===== src/rtl/dl_pkg.sv =====
// Shared definitions for the ioctl download controller.
//   dl_state_t      : download/reset sequencing FSM states
//   IDX_*           : ioctl_index values that select a download target
//   MOD_*           : board-variant codes carried by the MOD download
//   is_dl_index()   : true for an ioctl_index this block acts on
package dl_pkg;

  typedef enum logic [2:0] {
    ST_IDLE     = 3'd0,
    ST_LOAD_ROM = 3'd1,
    ST_LOAD_CFG = 3'd2,
    ST_HOLD     = 3'd3,
    ST_RUN      = 3'd4
  } dl_state_t;

  localparam logic [7:0] IDX_ROM = 8'd0;
  localparam logic [7:0] IDX_MOD = 8'd1;
  localparam logic [7:0] IDX_DIP = 8'd254;

  localparam logic [7:0] MOD_ORIG  = 8'd0;
  localparam logic [7:0] MOD_PLUS  = 8'd1;
  localparam logic [7:0] MOD_CLUB  = 8'd2;
  localparam logic [7:0] MOD_ORCA  = 8'd3;
  localparam logic [7:0] MOD_SHOOT = 8'd4;
  localparam logic [7:0] MOD_CROKY = 8'd5;
  localparam logic [7:0] MOD_GORK  = 8'd6;
  localparam logic [7:0] MOD_MRTNT = 8'd7;
  localparam logic [7:0] MOD_WOODP = 8'd8;
  localparam logic [7:0] MOD_EEEK  = 8'd9;
  localparam logic [7:0] MOD_ALIB  = 8'd10;
  localparam logic [7:0] MOD_PONP  = 8'd11;
  localparam logic [7:0] MOD_VAN   = 8'd12;

  function automatic logic is_dl_index(input logic [7:0] idx);
    return (idx == IDX_ROM) || (idx == IDX_MOD) || (idx == IDX_DIP);
  endfunction

endpackage


===== src/rtl/dl_hold_timer.sv =====
// Loadable down-counter used for the post-download core reset hold.
// Ports:
//   clk  : system clock
//   load : reload the counter with HOLD_CYCLES-1
//   done : counter has reached zero (stays there until the next load)
module dl_hold_timer #(
  parameter int HOLD_CYCLES = 1024
) (
  input  logic clk,
  input  logic load,
  output logic done
);

  localparam int W = (HOLD_CYCLES > 1) ? $clog2(HOLD_CYCLES) : 1;

  logic [W-1:0] cnt = '0;

  always_ff @(posedge clk) begin
    if (load) begin
      cnt <= W'(HOLD_CYCLES - 1);
    end else if (cnt != '0) begin
      cnt <= cnt - W'(1);
    end
  end

  assign done = (cnt == '0);

endmodule


===== src/rtl/rom_download_ctrl.sv =====
// Routes the HPS ioctl download stream into the arcade core: ROM bytes to
// the dn_* write port, the variant byte to mod, DIP bytes to sw. Owns the
// core reset, holding it during downloads, for HOLD_CYCLES afterwards, and
// until a complete in-range ROM image has been loaded.
// Ports:
//   CLK, RESET                    : clock, synchronous active-high reset
//   ioctl_download/index/wr/addr/dout : download stream from hps_io
//   dn_addr, dn_data, dn_wr       : registered ROM write port to the core
//   mod, sw                       : variant byte, eight DIP bytes
//   rom_valid, rom_ovf            : image status flags
//   core_reset                    : registered reset to the core
//
// state       | meaning
// ST_IDLE     | no usable image, core held in reset
// ST_LOAD_ROM | ROM download in progress
// ST_LOAD_CFG | MOD or DIP download in progress
// ST_HOLD     | settle time after a download or RESET
// ST_RUN      | core released
module rom_download_ctrl
  import dl_pkg::*;
#(
  parameter int ROM_BYTES   = 16384,
  parameter int DN_AW       = 16,
  parameter int HOLD_CYCLES = 1024
) (
  input  logic             CLK,
  input  logic             RESET,
  input  logic             ioctl_download,
  input  logic [7:0]       ioctl_index,
  input  logic             ioctl_wr,
  input  logic [24:0]      ioctl_addr,
  input  logic [7:0]       ioctl_dout,
  output logic [DN_AW-1:0] dn_addr,
  output logic [7:0]       dn_data,
  output logic             dn_wr,
  output logic [7:0]       mod,
  output logic [63:0]      sw,
  output logic             rom_valid,
  output logic             rom_ovf,
  output logic             core_reset
);

  // Power-up values only: the configuration and flags must survive RESET.
  logic             dl_q         = 1'b0;
  dl_state_t        state        = ST_IDLE;
  dl_state_t        state_next;
  logic             core_reset_q = 1'b1;
  logic [16:0]      byte_cnt     = '0;
  logic             rom_valid_q  = 1'b0;
  logic             rom_ovf_q    = 1'b0;
  logic [7:0]       mod_q        = 8'h00;
  logic [63:0]      sw_q         = '1;
  logic [DN_AW-1:0] dn_addr_q    = '0;
  logic [7:0]       dn_data_q    = 8'h00;
  logic             dn_wr_q      = 1'b0;

  logic rise, fall, wr_ok, rom_wr, in_range, rom_start, rom_leave;
  logic tmr_load, tmr_done;

  assign rise     = ioctl_download & ~dl_q;
  assign fall     = ~ioctl_download & dl_q;
  assign wr_ok    = ioctl_download & ioctl_wr & is_dl_index(ioctl_index);
  assign rom_wr   = wr_ok & (ioctl_index == IDX_ROM);
  assign in_range = (ioctl_addr < 25'(ROM_BYTES));

  // RESET wins over a download edge, so neither image bookkeeping event
  // happens while it is asserted.
  assign rom_start = ~RESET & rise & (ioctl_index == IDX_ROM);
  assign rom_leave = ~RESET & fall & (state == ST_LOAD_ROM);

  always_comb begin
    state_next = state;
    tmr_load   = 1'b0;
    if (RESET) begin
      state_next = ST_HOLD;
      tmr_load   = 1'b1;
    end else if (rise && ioctl_index == IDX_ROM) begin
      state_next = ST_LOAD_ROM;
    end else if (rise && (ioctl_index == IDX_MOD || ioctl_index == IDX_DIP)) begin
      state_next = ST_LOAD_CFG;
    end else begin
      case (state)
        ST_LOAD_ROM, ST_LOAD_CFG: begin
          if (fall) begin
            state_next = ST_HOLD;
            tmr_load   = 1'b1;
          end
        end
        ST_HOLD: begin
          if (tmr_done) state_next = rom_valid_q ? ST_RUN : ST_IDLE;
        end
        ST_IDLE: begin
          if (rom_valid_q) state_next = ST_RUN;
        end
        default: ;
      endcase
    end
  end

  always_ff @(posedge CLK) begin
    dl_q         <= ioctl_download;
    state        <= state_next;
    core_reset_q <= (state_next != ST_RUN);

    // A write landing on the start cycle itself still counts.
    if (rom_start) begin
      byte_cnt    <= (rom_wr && in_range) ? 17'd1 : 17'd0;
      rom_ovf_q   <= rom_wr && !in_range;
      rom_valid_q <= 1'b0;
    end else begin
      if (rom_leave) rom_valid_q <= (byte_cnt == 17'(ROM_BYTES)) & ~rom_ovf_q;
      if (rom_wr) begin
        if (!in_range)              rom_ovf_q <= 1'b1;
        else if (byte_cnt != '1)    byte_cnt  <= byte_cnt + 17'd1;
      end
    end

    if (RESET) begin
      dn_wr_q   <= 1'b0;
      dn_addr_q <= '0;
      dn_data_q <= 8'h00;
    end else begin
      dn_wr_q <= rom_wr & in_range;
      if (rom_wr && in_range) begin
        dn_addr_q <= ioctl_addr[DN_AW-1:0];
        dn_data_q <= ioctl_dout;
      end
    end

    if (wr_ok && ioctl_index == IDX_MOD) mod_q <= ioctl_dout;
    if (wr_ok && ioctl_index == IDX_DIP && ioctl_addr[24:3] == '0)
      sw_q[{ioctl_addr[2:0], 3'b000} +: 8] <= ioctl_dout;
  end

  dl_hold_timer #(.HOLD_CYCLES(HOLD_CYCLES)) u_hold (
    .clk  (CLK),
    .load (tmr_load),
    .done (tmr_done)
  );

  assign dn_addr    = dn_addr_q;
  assign dn_data    = dn_data_q;
  assign dn_wr      = dn_wr_q;
  assign mod        = mod_q;
  assign sw         = sw_q;
  assign rom_valid  = rom_valid_q;
  assign rom_ovf    = rom_ovf_q;
  assign core_reset = core_reset_q;

endmodule


===== config.mk =====
export PLATFORM = sky130hd
export DESIGN_NAME = rom_download_ctrl
export DESIGN_NICKNAME = d
export VERILOG_FILES = /design/src/rtl/dl_pkg.sv /design/src/rtl/dl_hold_timer.sv /design/src/rtl/rom_download_ctrl.sv
export SDC_FILE = /design/constraint.sdc
export NUM_CORES = 1
export LEC_CHECK = 0
export CAP_MARGIN = 20
export CORE_MARGIN = 1.5
export CORE_UTILIZATION = 40
export DETAILED_ROUTE_END_ITERATION = 12
export PLACE_DENSITY = 0.68
export SLEW_MARGIN = 5
export SYNTH_ARGS = -nofsm -noshare
export SYNTH_HDL_FRONTEND = slang
export SYNTH_SLANG_ARGS = --single-unit

===== constraint.sdc =====
create_clock -name CLK -period 4.1 [get_ports CLK]
set_input_delay 0.82 -clock CLK [delete_from_list [all_inputs] [get_ports CLK]]
set_output_delay 0.82 -clock CLK [all_outputs]
set_load 0.05 [all_outputs]

# ---- After elaboration in Yosys (flattened, before gate mapping)
# Cells that the tools add are included.
dict set report op_classes {
  n_addsub 3
  magnitude_cmp 1
  mux 22
  n_mul 0
  bitwise_logic 15
  div 0
  n_shift 2
  reduce_logical 22
  eq_ne 9
}
# operator count
set op_table {}
lappend op_table {{17-bit two-way mux} 4}
lappend op_table {{64-bit bitwise mux} 1}
lappend op_table {{8-bit by 8-bit variable shift with 64-bit output, first input constant} 1}
lappend op_table {{8-bit by 8-bit indexed part select with 64-bit output} 1}
lappend op_table {{25-bit by 15-bit less-than comparator with 1-bit output, second input constant} 1}
lappend op_table {{22-bit logical NOT} 1}
lappend op_table {{3-bit two-way mux} 7}
lappend op_table {{17-bit by 1-bit adder with 17-bit output, second input constant} 1}
lappend op_table {{17-bit by 15-bit == test with 1-bit output, second input constant} 1}
lappend op_table {{17-bit != test, second input constant} 1}
lappend op_table {{1-bit AND} 11}
lappend op_table {{10-bit logical NOT} 1}
lappend op_table {{10-bit nonzero test} 1}
lappend op_table {{10-bit by 1-bit subtractor with 10-bit output, second input constant} 1}
lappend op_table {{1-bit two-way mux} 9}
lappend op_table {{3-bit one-hot mux with 3 select lines} 1}
lappend op_table {{8-bit by 1-bit == test with 1-bit output, second input constant} 1}
lappend op_table {{8-bit == test, second input constant} 1}
lappend op_table {{8-bit logical NOT} 1}
lappend op_table {{6-bit negation with 8-bit output} 1}
lappend op_table {{1-bit logical AND} 7}
lappend op_table {{3-bit by 2-bit == test with 1-bit output, second input constant} 2}
lappend op_table {{2-bit nonzero test} 3}
lappend op_table {{1-bit inverter} 4}
lappend op_table {{9 further kinds} 11}
dict set report word_totals {
  out_inout_bits 100
  regBits 131
  romBits 0
  mem_count 0
  latchBits 0
  ramBits 0
}

# ---- Logic depth before layout (Yosys ltp)
dict set report depth {
  word_depth 8
  mapped_depth 7
  depth_no_buf 6
}

# ---- Hierarchy
# A second synthesis with hierarchy kept.
dict set report unflattened {
  hier_cells 502
  hier_area_um2 5625.4
}
# mod area_each_um2 instances cells_each
set by_module_without_submodules {}
lappend by_module_without_submodules {rom_download_ctrl 5122.4 1 447}
lappend by_module_without_submodules {dl_hold_timer 503.0 1 55}

# ---- Least setup slack after synthesis
# OpenSTA, ideal clock, no wires.
dict set report synth_path {
  path_kind {input to register}
  startpoint {in ioctl_index[5]}
  endpoint {reg byte_cnt[0], enable pin}
  setup_slack_ns 0.975
  setup_time_ns 0.398
  path_buffers 1
  t_arrival_ns 2.728
  cell_stages 5
  path_cell_list {nor4_1 and3b_1 buf_2 nand2_1 o22ai_1}
}
dict set report synth_via {
  elab_chain_len 7
  elab_cells_between_ends 12
}
# element line
set synth_rtl {}
lappend synth_rtl {{from (decl)} rom_download_ctrl.sv:29} ;# input logic [7:0] ioctl_index,
lappend synth_rtl {{8-bit by 1-bit == test with 1-bit output / 8-bit logical NOT (equally long branches)} {dl_pkg.sv:35, rom_download_ctrl.sv:63, rom_download_ctrl.sv:68}}
lappend synth_rtl {{1-bit logical OR (2 in series)} dl_pkg.sv:35} ;# return (idx == IDX_ROM) || (idx == IDX_MOD) || (idx == IDX_DIP);
lappend synth_rtl {{1-bit AND} rom_download_ctrl.sv:62} ;# assign wr_ok = ioctl_download & ioctl_wr & is_dl_index(ioctl_index);
lappend synth_rtl {{1-bit AND} rom_download_ctrl.sv:63} ;# assign rom_wr = wr_ok & (ioctl_index == IDX_ROM);
lappend synth_rtl {{2-bit nonzero test (no line)} n/a}
lappend synth_rtl {{3-bit AND reduction (no line) (*)} n/a}
lappend synth_rtl {{to (signal assigned)} rom_download_ctrl.sv:107} ;# byte_cnt <= (rom_wr && in_range) ? 17'd1 : 17'd0;
lappend synth_rtl {{to (signal assigned)} rom_download_ctrl.sv:114} ;# else if (byte_cnt != '1) byte_cnt <= byte_cnt + 17'd1;
lappend synth_rtl {{to (decl)} rom_download_ctrl.sv:48} ;# logic [16:0] byte_cnt = '0;
# Every way passes the cells marked *; elsewhere a longest branch is shown, timed or not.
# A chain may end at the register's enable or synchronous reset.

==> results by group <==
Route
  • Via-to-Cell Ratio: 5.28
  • Drc violations: 0
  • Number of routed nets with antenna violations: 0
  • Number of violations reported at the end of detailed-routing iteration 0: 406
  • Per-cell routed wire length: 17.3 um
  • Vias after detailed routing: 4370
  • Total wire length after detailed routing: 14300 um
  • 1st-pass router iterations: 9

Floorplanning
  • Die width: 122 um
  • Die Footprint: 0.0148 sq mm
  • Number of core rows: 43
  • Area of the core region: 0.0138 sq mm
  • Die H: 122 um
  • Effective utilization at floorplan: 0.409
  • I/O pins: 145

Outcome
  • Status: complete, no violations

Global routing
  • Wire length of the first global-routing pass: 22100 um
  • Overall fraction of global-route tracks in use: 0.199
  • Vias in the first global route: 4230
  • Initial antenna violation count: 0
  • Residual overflow from global routing: 0
  • Largest net degree at the start of global routing: 28

Clock tree
  • Number of sinks driven by the clock tree: 131
  • Number of buffers created by CTS: 17
  • Source-to-sink clock delay at the later pin of the worst-skew pair: 0.41 ns
  • Cts hold-fix bufs: 0
  • Number of buffers inserted to repair setup after CTS: 0
  • Clock Pin Slew Worst Setup and Hold Paths: 0.06 ns
  • Root Buffer: clkbuf_16
  • H-tree levels: 4
  • Max Buffers Root-to-Sink: 2
  • Number of instances resized during post-cts repair: 0
  • Clock tree from TritonCTS: done

Synthesis
  • Synth warn: 0
  • Synth Cell Area: 0.00565 sq mm
  • Fraction of registers with async set/reset: 0
  • Number of enable-type register cells in the synthesized netlist: 90
  • Most frequently used flop master after synthesis: edfxtp_1
  • Synthesized area per cell: 11.6 sq um
  • Number of distinct library cells after synthesis: 44
  • Post-Synthesis Net Count: 540
  • Part of the Yosys area used for sequential elements: 0.624
  • Cells after synthesis: 488
  • Number of storage elements in the synthesis netlist: 131

Pwr
  • Total power per unit cell area: 392 mW/mm^2
  • Power after layout: 0.00310 W
  • Max VDD drop: 0.224 mV
  • Pleak: 2.59 nW

Setup path
  • Element type at the critical path start: primary input
  • Cell count of the worst reg-to-reg path: 6
  • Cell count along the critical path: 8
  • Cell type of the slowest stage on the worst timing path: clkdlybuf4s50_1
  • Worst Path Arrival: 3.33 ns
  • Worst path max stage delay: 0.60 ns
  • Critical path peak fanout: 9
  • Number of buffers and inverters on the critical path: 3
  • CP required: 4.14 ns
  • Type of the setup path with the least slack: in -> reg
  • Nature of the critical path endpoint: flop
  • Top delay family on crit path: simple AND/OR/NAND/NOR gates
  • Most frequent CP cell: ha_1
  • Cell breakdown of the critical path: clkdlybuf4s50_1 > inv_1 > ha_1 > ha_1 > nand3b_1 > nor3_1 > buf_4 > nor2b_1

Timing
  • Setup repair after global routing missed its margin: false
  • Final setup fails: 0
  • Final critical-path share of the clock period: 0.802
  • Setup total negative slack: 0 ns
  • Timing-limited maximum frequency: 0.304 GHz
  • Final Hold Viols: 0
  • Clock period minus final worst setup slack: 3.29 ns
  • Final Max Slew Viols: 0
  • Clock tree skew after final layout: 0.00406 ns
  • Slew at the pin closest to its max-slew limit: 0.858 ns
  • Tightest slew margin relative to the limit: 0.423

Final layout
  • Highest-count cells in the layout ignoring fill and taps: 144 x clkdlybuf4s50_1, 90 x edfxtp_1, 68 x and2_1
  • Area growth, synth to finish: 39.9%
  • Most frequent standard cell in the layout excluding fill and tap cells: clkdlybuf4s50_1
  • Ratio of cells with drive above 1 in the final layout: 0.0787
  • N_diodes: 0
  • Final-stage net count: 688

Placed design
  • Placed wire-length estimate: 10200 um
  • Final RePlAce weighted congestion: 0.875
  • Number of input and output port buffers inserted: 144

Min path
  • Class of the most critical hold timing path: reg -> reg
  • Number of instances on the worst hold path: 1

Job
  • Max-cap violations: 0
layer usage:
metal  vias to the layer above  share of wire  GRT usage
li1                       2070              -          -
met1                      2085           0.43      0.254
met2                       190           0.47      0.320
met3                        25          0.078     0.0543
met4                         0          0.021     0.0853
met5                         -              0          0
where the power goes:
part	internal, W	switching, W
clock	0.00101	0.000556
combinational	0.0000633	0.0000622
sequential	0.00141	0.00000346
synth_stat cells (9+ instances only):
library cell	count	area [sq um]
edfxtp_1	90	2700
and2_1	68	425
dfxtp_1	41	821
nand3_1	36	180
a21oi_1	28	140
o21ai_0	26	130
nor2_1	25	93.8
clkbuf_1	21	78.8
nand2_1	19	71.3
nand4_1	12	75.1
xor2_1	12	105
nor2b_1	10	62.6
nor3_1	10	50.1
nor4_1	9	56.3
metrics by stage:
step,std cells,setup slack [ns],hold slack (ns),utilization,cell area (sq um)
CTS,828,0.855,0.478,0.572,7910
finish,828,0.814,0.477,0.572,7910
global route,828,0.643,0.498,0.572,7910
global placement,797,0.586,0.462,0.527,7290
detailed placement,797,0.413,0.470,0.527,7290
floorplan,488,0.975,0.478,-,5650
cell families (layout without fill, tap and decap cells):
| kind of cell | after synthesis | count (layout) | share of synthesized area |
|---|---|---|---|
| AO/OA/AOI/OAI | 70 | 70 | 0.0691 |
| multiplexers | 3 | 3 | 0.00531 |
| buffers and inverters | 34 | 194 | 0.0248 |
| AND/OR/NAND/NOR | 223 | 223 | 0.231 |
| flip-flops | 131 | 131 | 0.624 |
| XOR/XNOR | 20 | 20 | 0.0310 |
| adder cells (fa/ha/maj) | 7 | 7 | 0.0155 |
final timing paths:
kind	startpoint	end	slack (ns)
worst min-delay path	dn_addr[15]	dn_addr[15]	0.48
worst min register to register	dn_addr[15]	dn_addr[15]	0.48
worst max-delay path	ioctl_addr[0]	sw[1]	0.81
worst max register to register	u_hold.cnt[0]	u_hold.cnt[6]	2.08
layout make-up:
type / instances / area [sq um]
Clock buffer: 17 / 425
Clock inverter: 14 / 189
Fill cell: 1154 / 5920
Inverter: 7 / 26.3
Multi-Input combinational cell: 323 / 1990
Sequential cell: 131 / 3520
Tap cell: 180 / 225
Timing Repair Buffer: 156 / 1530
registers in the layout, summed over array words and instances (netlist names):
register	cells
byte_cnt	17
core_reset	1
dl_q	1
dn_addr	16
dn_data	8
dn_wr	1
mod	8
rom_ovf	1
rom_valid	1
state	3
sw	64
u_hold.cnt	10
worst register-to-register path: stages, from the launching register on:
cell and delay (ns):
dfxtp_1 0.32, inv_1 0.12, ha_1 0.20, or3b_2 0.48
a2111oi_0 0.53, xnor2_1 0.19, nand2_1 0.07
Power figures use the tool's default switching activity.
